`src/rtl/param_sync_fifo_pkg.sv`:
```
// Shared defaults and sizing helper for the parameterised synchronous FIFO.
package param_sync_fifo_pkg;

   localparam int DEF_WIDTH    = 16;
   localparam int DEF_DEPTH    = 16;
   localparam int DEF_AE_LEVEL = 2;

   // Occupancy counter needs one extra bit so that num can hold DEPTH itself.
   function automatic int num_width(input int depth);
      return $clog2(depth) + 1;
   endfunction

endpackage

```
`src/rtl/param_sync_fifo_mem.sv`:
```
// fifo_mem_2p: DEPTH x WIDTH storage, one synchronous write port, one asynchronous read port, no reset.
module fifo_mem_2p #(
   parameter int WIDTH = 16,
   parameter int DEPTH = 16
) (
   input  logic                     clk,
   input  logic                     we,
   input  logic [$clog2(DEPTH)-1:0] waddr,
   input  logic [WIDTH-1:0]         wdata,
   input  logic [$clog2(DEPTH)-1:0] raddr,
   output logic [WIDTH-1:0]         rdata
);

   logic [WIDTH-1:0] mem [DEPTH];

   always_ff @(posedge clk) begin
      if (we) mem[waddr] <= wdata;
   end

   assign rdata = mem[raddr];

endmodule

```
`src/rtl/param_sync_fifo.sv`:
```
// Parameterised synchronous FIFO with registered flags and sticky error bits.
// Define SYNC_FIFO_FWFT_EN for first-word-fall-through output; default is registered-read mode.
module param_sync_fifo
   import param_sync_fifo_pkg::*;
#(
   parameter int WIDTH    = DEF_WIDTH,
   parameter int DEPTH    = DEF_DEPTH,
   parameter int AE_LEVEL = DEF_AE_LEVEL,
   parameter int AF_LEVEL = DEPTH - 2
) (
   input  logic                         clk,
   input  logic                         reset,
   input  logic                         flush,
   input  logic                         push,
   input  logic [WIDTH-1:0]             in,
   input  logic                         pop,
   output logic [WIDTH-1:0]             out,
   output logic                         empty,
   output logic                         almostempty,
   output logic                         full,
   output logic                         almostfull,
   output logic [num_width(DEPTH)-1:0]  num,
   output logic                         overflow,
   output logic                         underflow,
   input  logic                         clr_err
);

   localparam int AW = $clog2(DEPTH);
   localparam int NW = num_width(DEPTH);
   localparam logic [NW-1:0] FULL_N = NW'(DEPTH);
   localparam logic [NW-1:0] AE_N   = NW'(AE_LEVEL);
   localparam logic [NW-1:0] AF_N   = NW'(AF_LEVEL);

   logic [AW-1:0]    wptr, rptr;
   logic [WIDTH-1:0] rdata;
   logic             push_ok, pop_ok, ovf_set, unf_set;
   logic [NW-1:0]    num_nxt;

   // Handshake: push is taken when not full or when a pop frees a slot on the
   // same edge; pop is taken when not empty; flush overrides both.
   always_comb begin
      push_ok = push && (!full || pop) && !flush;
      pop_ok  = pop && !empty && !flush;
      ovf_set = push && !pop && full && !flush;
      unf_set = pop && empty && !flush;
      num_nxt = num;
      if (flush)                    num_nxt = '0;
      else if (push_ok && !pop_ok)  num_nxt = num + 1'b1;
      else if (pop_ok && !push_ok)  num_nxt = num - 1'b1;
   end

   always_ff @(posedge clk or posedge reset) begin
      if (reset) begin
         wptr        <= '0;
         rptr        <= '0;
         num         <= '0;
         empty       <= 1'b1;
         almostempty <= 1'b1;
         full        <= 1'b0;
         almostfull  <= 1'b0;
         overflow    <= 1'b0;
         underflow   <= 1'b0;
      end else begin
         if (flush) begin
            wptr <= '0;
            rptr <= '0;
         end else begin
            if (push_ok) wptr <= wptr + 1'b1;
            if (pop_ok)  rptr <= rptr + 1'b1;
         end
         num         <= num_nxt;
         // Flags derive from the next count so they agree with num every cycle.
         empty       <= (num_nxt == '0);
         almostempty <= (num_nxt <= AE_N);
         full        <= (num_nxt == FULL_N);
         almostfull  <= (num_nxt >= AF_N);
         overflow    <= ovf_set | (overflow & ~clr_err);
         underflow   <= unf_set | (underflow & ~clr_err);
      end
   end

   fifo_mem_2p #(
      .WIDTH (WIDTH),
      .DEPTH (DEPTH)
   ) u_mem (
      .clk   (clk),
      .we    (push_ok),
      .waddr (wptr),
      .wdata (in),
      .raddr (rptr),
      .rdata (rdata)
   );

`ifdef SYNC_FIFO_FWFT_EN
   assign out = empty ? '0 : rdata;
`else
   always_ff @(posedge clk or posedge reset) begin
      if (reset)       out <= '0;
      else if (pop_ok) out <= rdata;
   end
`endif

endmodule

```
`config.mk`:
```
export PLATFORM = sky130hd
export DESIGN_NAME = param_sync_fifo
export DESIGN_NICKNAME = d
export VERILOG_FILES = /design/src/rtl/param_sync_fifo_pkg.sv /design/src/rtl/param_sync_fifo_mem.sv /design/src/rtl/param_sync_fifo.sv
export SDC_FILE = /design/constraint.sdc
export NUM_CORES = 1
export LEC_CHECK = 0
export BUFFER_PORTS_ARGS = -buffer_cell sky130_fd_sc_hd__buf_2
export CORE_MARGIN = 4
export CORE_UTILIZATION = 25
export DETAILED_ROUTE_END_ITERATION = 12
export SLEW_MARGIN = 5
export SYNTH_ARGS = -nofsm -noshare
export SYNTH_HDL_FRONTEND = slang
export SYNTH_SLANG_ARGS = --single-unit
```
`constraint.sdc`:
```
create_clock -name clk -period 7.4 [get_ports clk]
set_input_delay 1.48 -clock clk [delete_from_list [all_inputs] [get_ports clk]]
set_output_delay 1.48 -clock clk [all_outputs]
set_load 0.05 [all_outputs]
```
### Word-level counts from Yosys, hierarchy flattened

Memory sizes are Yosys's and may differ from the RTL's. A register that Yosys moved wholly into a read port is not among the register bits.
Cells that the tools add are included.

| storage, ports and cells | value |
|---|---|
| output and inout port bits | 27 |
| RAM bits | 256 |
| input bits | 22 |
| memories | 1 |
| bits in registers | 19 |
| logic and storage cells | 52 |

Memories:

| name | depth | bits a word | rd ports | clocked after memory_dff | wr ports | line | text |
|---|---|---|---|---|---|---|---|
| u_mem.mem | 16 | 16 | 1 | 1 | 1 | param_sync_fifo_mem.sv:14 | `logic [WIDTH-1:0] mem [DEPTH];` |

| operators by class | value |
|---|---|
| magnitude comparators | 2 |
| multiplexer cells | 9 |
| bitwise logic cells | 5 |
| add/subtract/negate cells | 4 |
| reductions and logical operators | 21 |
| equality and inequality tests | 1 |

Operators with widths:

| cell | count |
|---|---|
| $mux 4 | 4 |
| $mux 5 | 3 |
| $logic_and 1x1->1 | 11 |
| $add 4x1->4 const B | 2 |
| $logic_not 1->1 | 6 |
| $add 5x1->5 const B | 1 |
| $eq 5x5->1 const B | 1 |
| $ge 5x4->1 const B | 1 |
| $le 5x2->1 const B | 1 |
| $logic_not 5->1 | 1 |
| $sub 5x1->5 const B | 1 |
| $reduce_bool 2->1 | 2 |
| $and 1x1->1 | 2 |
| $mux 1 | 2 |
| $or 1x1->1 | 2 |
| $logic_or 1x1->1 | 1 |
| $not 1->1 | 1 |

### Depth between registers and ports, before layout

| depth | value |
|---|---|
| depth after elaboration | 10 |
| gate-level depth with buffers | 7 |
| gate-level depth less buffers | 6 |

### Modules after synthesis

A second synthesis with hierarchy kept.

| second synthesis, totals | value |
|---|---|
| cell total of the unflattened synthesis | 555 |
| area total of the unflattened synthesis | 11,390.9 um2 |

Modules (own cells, without submodules):

| module | instances | cells an instance | area each (um2) | seq. area each (um2) |
|---|---|---|---|---|
| fifo_mem_2p | 1 | 416 | 9,723.1 | 7,687.4 |
| param_sync_fifo | 1 | 139 | 1,667.8 | 878.3 |

### Least setup slack after synthesis

OpenSTA, ideal clock, no wires.

| timing path | value |
|---|---|
| path kind | input to register |
| start point | input port flush |
| end point | memory u_mem.mem[0][0] (enable) |
| arrival | 3.494 ns |
| buffers on the path | 1 |
| stages | 4 |
| setup time | 0.430 ns |
| path slack | 3.476 ns |
| required time | 6.970 ns |
| cells stage by stage | buf_6 > nor2b_1 > nand2_1 > nor4_1 |

| on the way | value |
|---|---|
| longest elaborated chain between the ends | 4 |

RTL lines:

| what | line | text |
|---|---|---|
| start, declared | param_sync_fifo.sv:13 | `input logic flush,` |
| $logic_not 1->1 | param_sync_fifo.sv:42 | `push_ok = push && (!full \|\| pop) && !flush;` |
| $logic_and 1x1->1 | param_sync_fifo.sv:42 |  |
| $mux 1 | param_sync_fifo_mem.sv:17 | `if (we) mem[waddr] <= wdata;` |
| $mux 1 (implied by the code) | param_sync_fifo_mem.sv:17 |  |
| end, declared | param_sync_fifo_mem.sv:14 |  |

No other way between the ends.

### Final worst setup path

| timing path | value |
|---|---|
| start point | input port flush |
| end point | memory u_mem.mem[4][14] (enable) |

The elaborated chain is that of the path after synthesis.

==> run_results.csv <==
group,metric,value,unit
sta,worst_slew_pin_slew,1.03,ns
run_status,status,"finished clean",
critical_path,r2r_setup_slack,4.45,ns
route,drc,0,
placed_design,port_buffers,48,
placed_design,gp_congestion,0.755,
clock_tree,cts_made_buffers,30,
layout,drive_above_1_share,31.4,%
clock_tree,cts_setup_buffers,0,
route,vias_per_cell,4.41,
synthesis,ys_types,47,
clock_tree,clock_path_buffers,3,
route,wirelength,24200,microns
clock_tree,cts.htree.levels,1,
sta,fin_setup_tns,0,ns
power,ir_drop,197,uV
placed_design,dp_hpwl,15500,microns
sta,setup_viol,0,
clock_tree,cts_sinks,291,
min_path,hp-class,"reg2reg",
die,die_w,223,microns
route,ant_nets,0,
clock_tree,cts_root_buf,"clkbuf_16",
min_path,worstHoldStart,"out[14]",
die,io_pins,49,
die,dieHeight,223,microns
sta,period_share,44.2,%
synthesis,yosys_warnings,0,
power,power-per-cell-area,319,mW/mm^2
sta,setup_ws,4.13,ns
grt,grt_pass1_wl,37200,microns
clock_tree,clkLatencyLatePin,0.55,ns
sta,slew_headroom,31.6,%
min_path,worst_hold_path.endpoint,"out[14]",
sta,rsz0062_at_grt,"false",
die,num_rows,78,
sta,finalClockSkew,0.0161,ns
flow_run,cap_violations,0,
clock_tree,cts_hold_buf,0,
sta,max_freq,0.306,GHz
layout,area_growth,17.1,%
layout,finalNetCount,649,
die,start_util,25.3,%
route,wire_per_inst,19.5,microns
synthesis,synth_nets,593,
critical_path,cp.required,7.57,ns
die,core_area,0.0455,sq mm
synthesis,ys_seq_area_share,74.5,%
clock_tree,clkSlewWorstSetupHoldPaths,0.06,ns
clock_tree,post_cts_resized,0,
critical_path,crit_arrival,3.44,ns
min_path,hold_depth,1,
grt,antenna_found_initial,1,
critical_path,reg2reg_from,"rptr[0]",
synthesis,syn_avg_cell_area,20.4,sq um
grt,grt_pass1_vias,5727,
critical_path,crit_fanout,19,
grt,grt_max_degree,68,
route,drtPass1Iterations,5,
sta,hold_viol,0,
sta,slew_viol_final,0,
power,p_leak,4.27,nW
critical_path,end_kind,"flip-flop",
synthesis,synth-seq-cells,291,
synthesis,synthCells,564,
clock_tree,cts_tree,"done",
die,die-area,0.0495,sq mm
route,drtIter0Drc,425,
route,vias,5493,
critical_path,path_class,"in2reg",
grt,overflow,0,
critical_path,reg2reg_to,"out[15]",
sta,finalCriticalPeriod,3.27,ns
critical_path,cp-start-kind,"input port",
grt,gr-usage-all-layers,9.65,%
critical_path,rr_worst_depth,4,
synthesis,synth_area,0.0115,sq mm
placed_design,place_ws,3.58,ns
-- power by group --
| group | switching (mW) | total, mW | internal, mW | leakage (nW) |
|---|---|---|---|---|
| clock | 0.588 | 1.54 | 0.951 | 0.500 |
| combinational | 0.476 | 0.779 | 0.303 | 1.01 |
| sequential | 0.108 | 1.97 | 1.87 | 2.75 |
-- cell families after synthesis --
logic type	after synthesis	share of synthesized area, %
flops	291	74.5
mux	97	15.6
simple gates	84	4.22
buf+inv	44	1.73
compound gates	35	2.78
fa+ha+maj	7	0.761
xor+xnor	6	0.457
-- worst max-delay path by stage --
stage,from,end,slack (ns)
final,flush,u_mem.mem[4][14],4.13
after global routing,flush,u_mem.mem[4][14],4.04
after CTS,flush,u_mem.mem[4][14],4.13
after detailed placement,flush,u_mem.mem[4][14],3.58
after global placement,flush,u_mem.mem[7][13],3.68
after floorplan,flush,u_mem.mem[0][0],3.48
-- cells in the mapped netlist (all sizes together) --
| master | instances | area share (%) |
|---|---|---|
| a311oi | 1 | 0.076 |
| mux2i | 16 | 1.4 |
| a221o | 16 | 1.4 |
| edfxtp | 256 | 67 |
| o21ai | 2 | 0.087 |
| nand2b | 4 | 0.22 |
| xnor2 | 3 | 0.23 |
| nor3b | 4 | 0.26 |
| o22ai | 2 | 0.11 |
| nor2 | 16 | 0.54 |
| a21oi | 4 | 0.17 |
| a41oi | 1 | 0.076 |
| and2b | 1 | 0.065 |
| mux2 | 17 | 1.7 |
| dfrtp | 33 | 7.2 |
| inv | 12 | 0.39 |
| buf | 14 | 0.75 |
| dfstp | 2 | 0.46 |
| nand2 | 7 | 0.23 |
| xor2 | 3 | 0.23 |
| a31o | 1 | 0.076 |
| a21o | 1 | 0.065 |
| a211o | 1 | 0.15 |
| a211oi | 3 | 0.20 |
| nor2b | 4 | 0.22 |
| nor4 | 6 | 0.38 |
| nand3 | 2 | 0.087 |
| o221ai | 1 | 0.076 |
| ha | 7 | 0.76 |
| nand4 | 5 | 0.27 |
| and3 | 3 | 0.17 |
| mux4 | 64 | 13 |
| a2111oi | 1 | 0.24 |
| and2 | 10 | 0.54 |
| clkbuf | 18 | 0.59 |
| nor3 | 19 | 0.87 |
| or4 | 1 | 0.098 |
| o31ai | 1 | 0.065 |
| nor4b | 2 | 0.26 |
-- through the flow --
stage	area, sq um	std cells	power, mW	utilization (%)	hold WS (ns)
after global routing	13500	1244	4.47	29.6	0.551
after CTS	13500	1244	4.34	29.6	0.525
final	13500	1245	4.29	29.6	0.521
after detailed placement	12400	1188	2.80	27.4	0.511
after floorplan	11500	564	2.57	-	0.579
after global placement	12400	1188	2.79	27.4	0.513
-- cells in the final DEF (no fill, tap or decap), types with 2 or more instances in the layout --
cell and n:
buf_2 48, nand4_1 5, nor3_1 18, a21oi_1 4, o21ai_0 2, edfxtp_1 256
clkinv_1 7, bufinv_16 6, o22ai_1 2, nor2b_1 4, nor3b_1 4, xnor2_1 3
dfstp_2 2, buf_4 8, nand2b_1 4, and3_1 2, and2_1 9, xor2_1 3
clkbuf_16 30, nand2_1 7, mux2i_1 16, nor2_1 11, dfrtp_1 30, inv_1 12
dfrtp_2 2, mux4_2 64, a221o_1 16, clkinv_2 5, nor2_2 5, nand3_1 2
mux2_2 17, a211oi_1 3, nor4_2 5, nor4b_2 2, clkbuf_1 7, ha_1 7
-- routing by layer --
metal	vias up	track usage [%]	share of wire (%)
met4	0	1.63	1.5
met1	2873	13.8	45
met5	-	0	0
li1	2428	-	-
met3	30	2.25	5.9
met2	162	15.4	47
-- worst max-delay path, stage by stage --
cell     delay [ns]
buf_2          0.22
nor2b_1        0.26
nand2_1        0.29
nor3b_1        0.42
and2_1         0.76
-- area by class of cell --
class,instances,area [sq um]
fillers,4472,32000
flip-flops and latches,291,8570
multi-input cells,229,2770
clock buffers,37,777
well taps,600,751
repair buffers,56,300
clock inverters,19,248
inverters,12,45.0
diodes,1,2.50
-- sequential cells by signal, summed over array words and instances (netlist names) --
register     cells
full             1
underflow        1
wptr             4
empty            1
overflow         1
num              5
rptr             4
out             16
almostfull       1
almostempty      1
u_mem.mem      256
(Power assumes the default switching activity.)
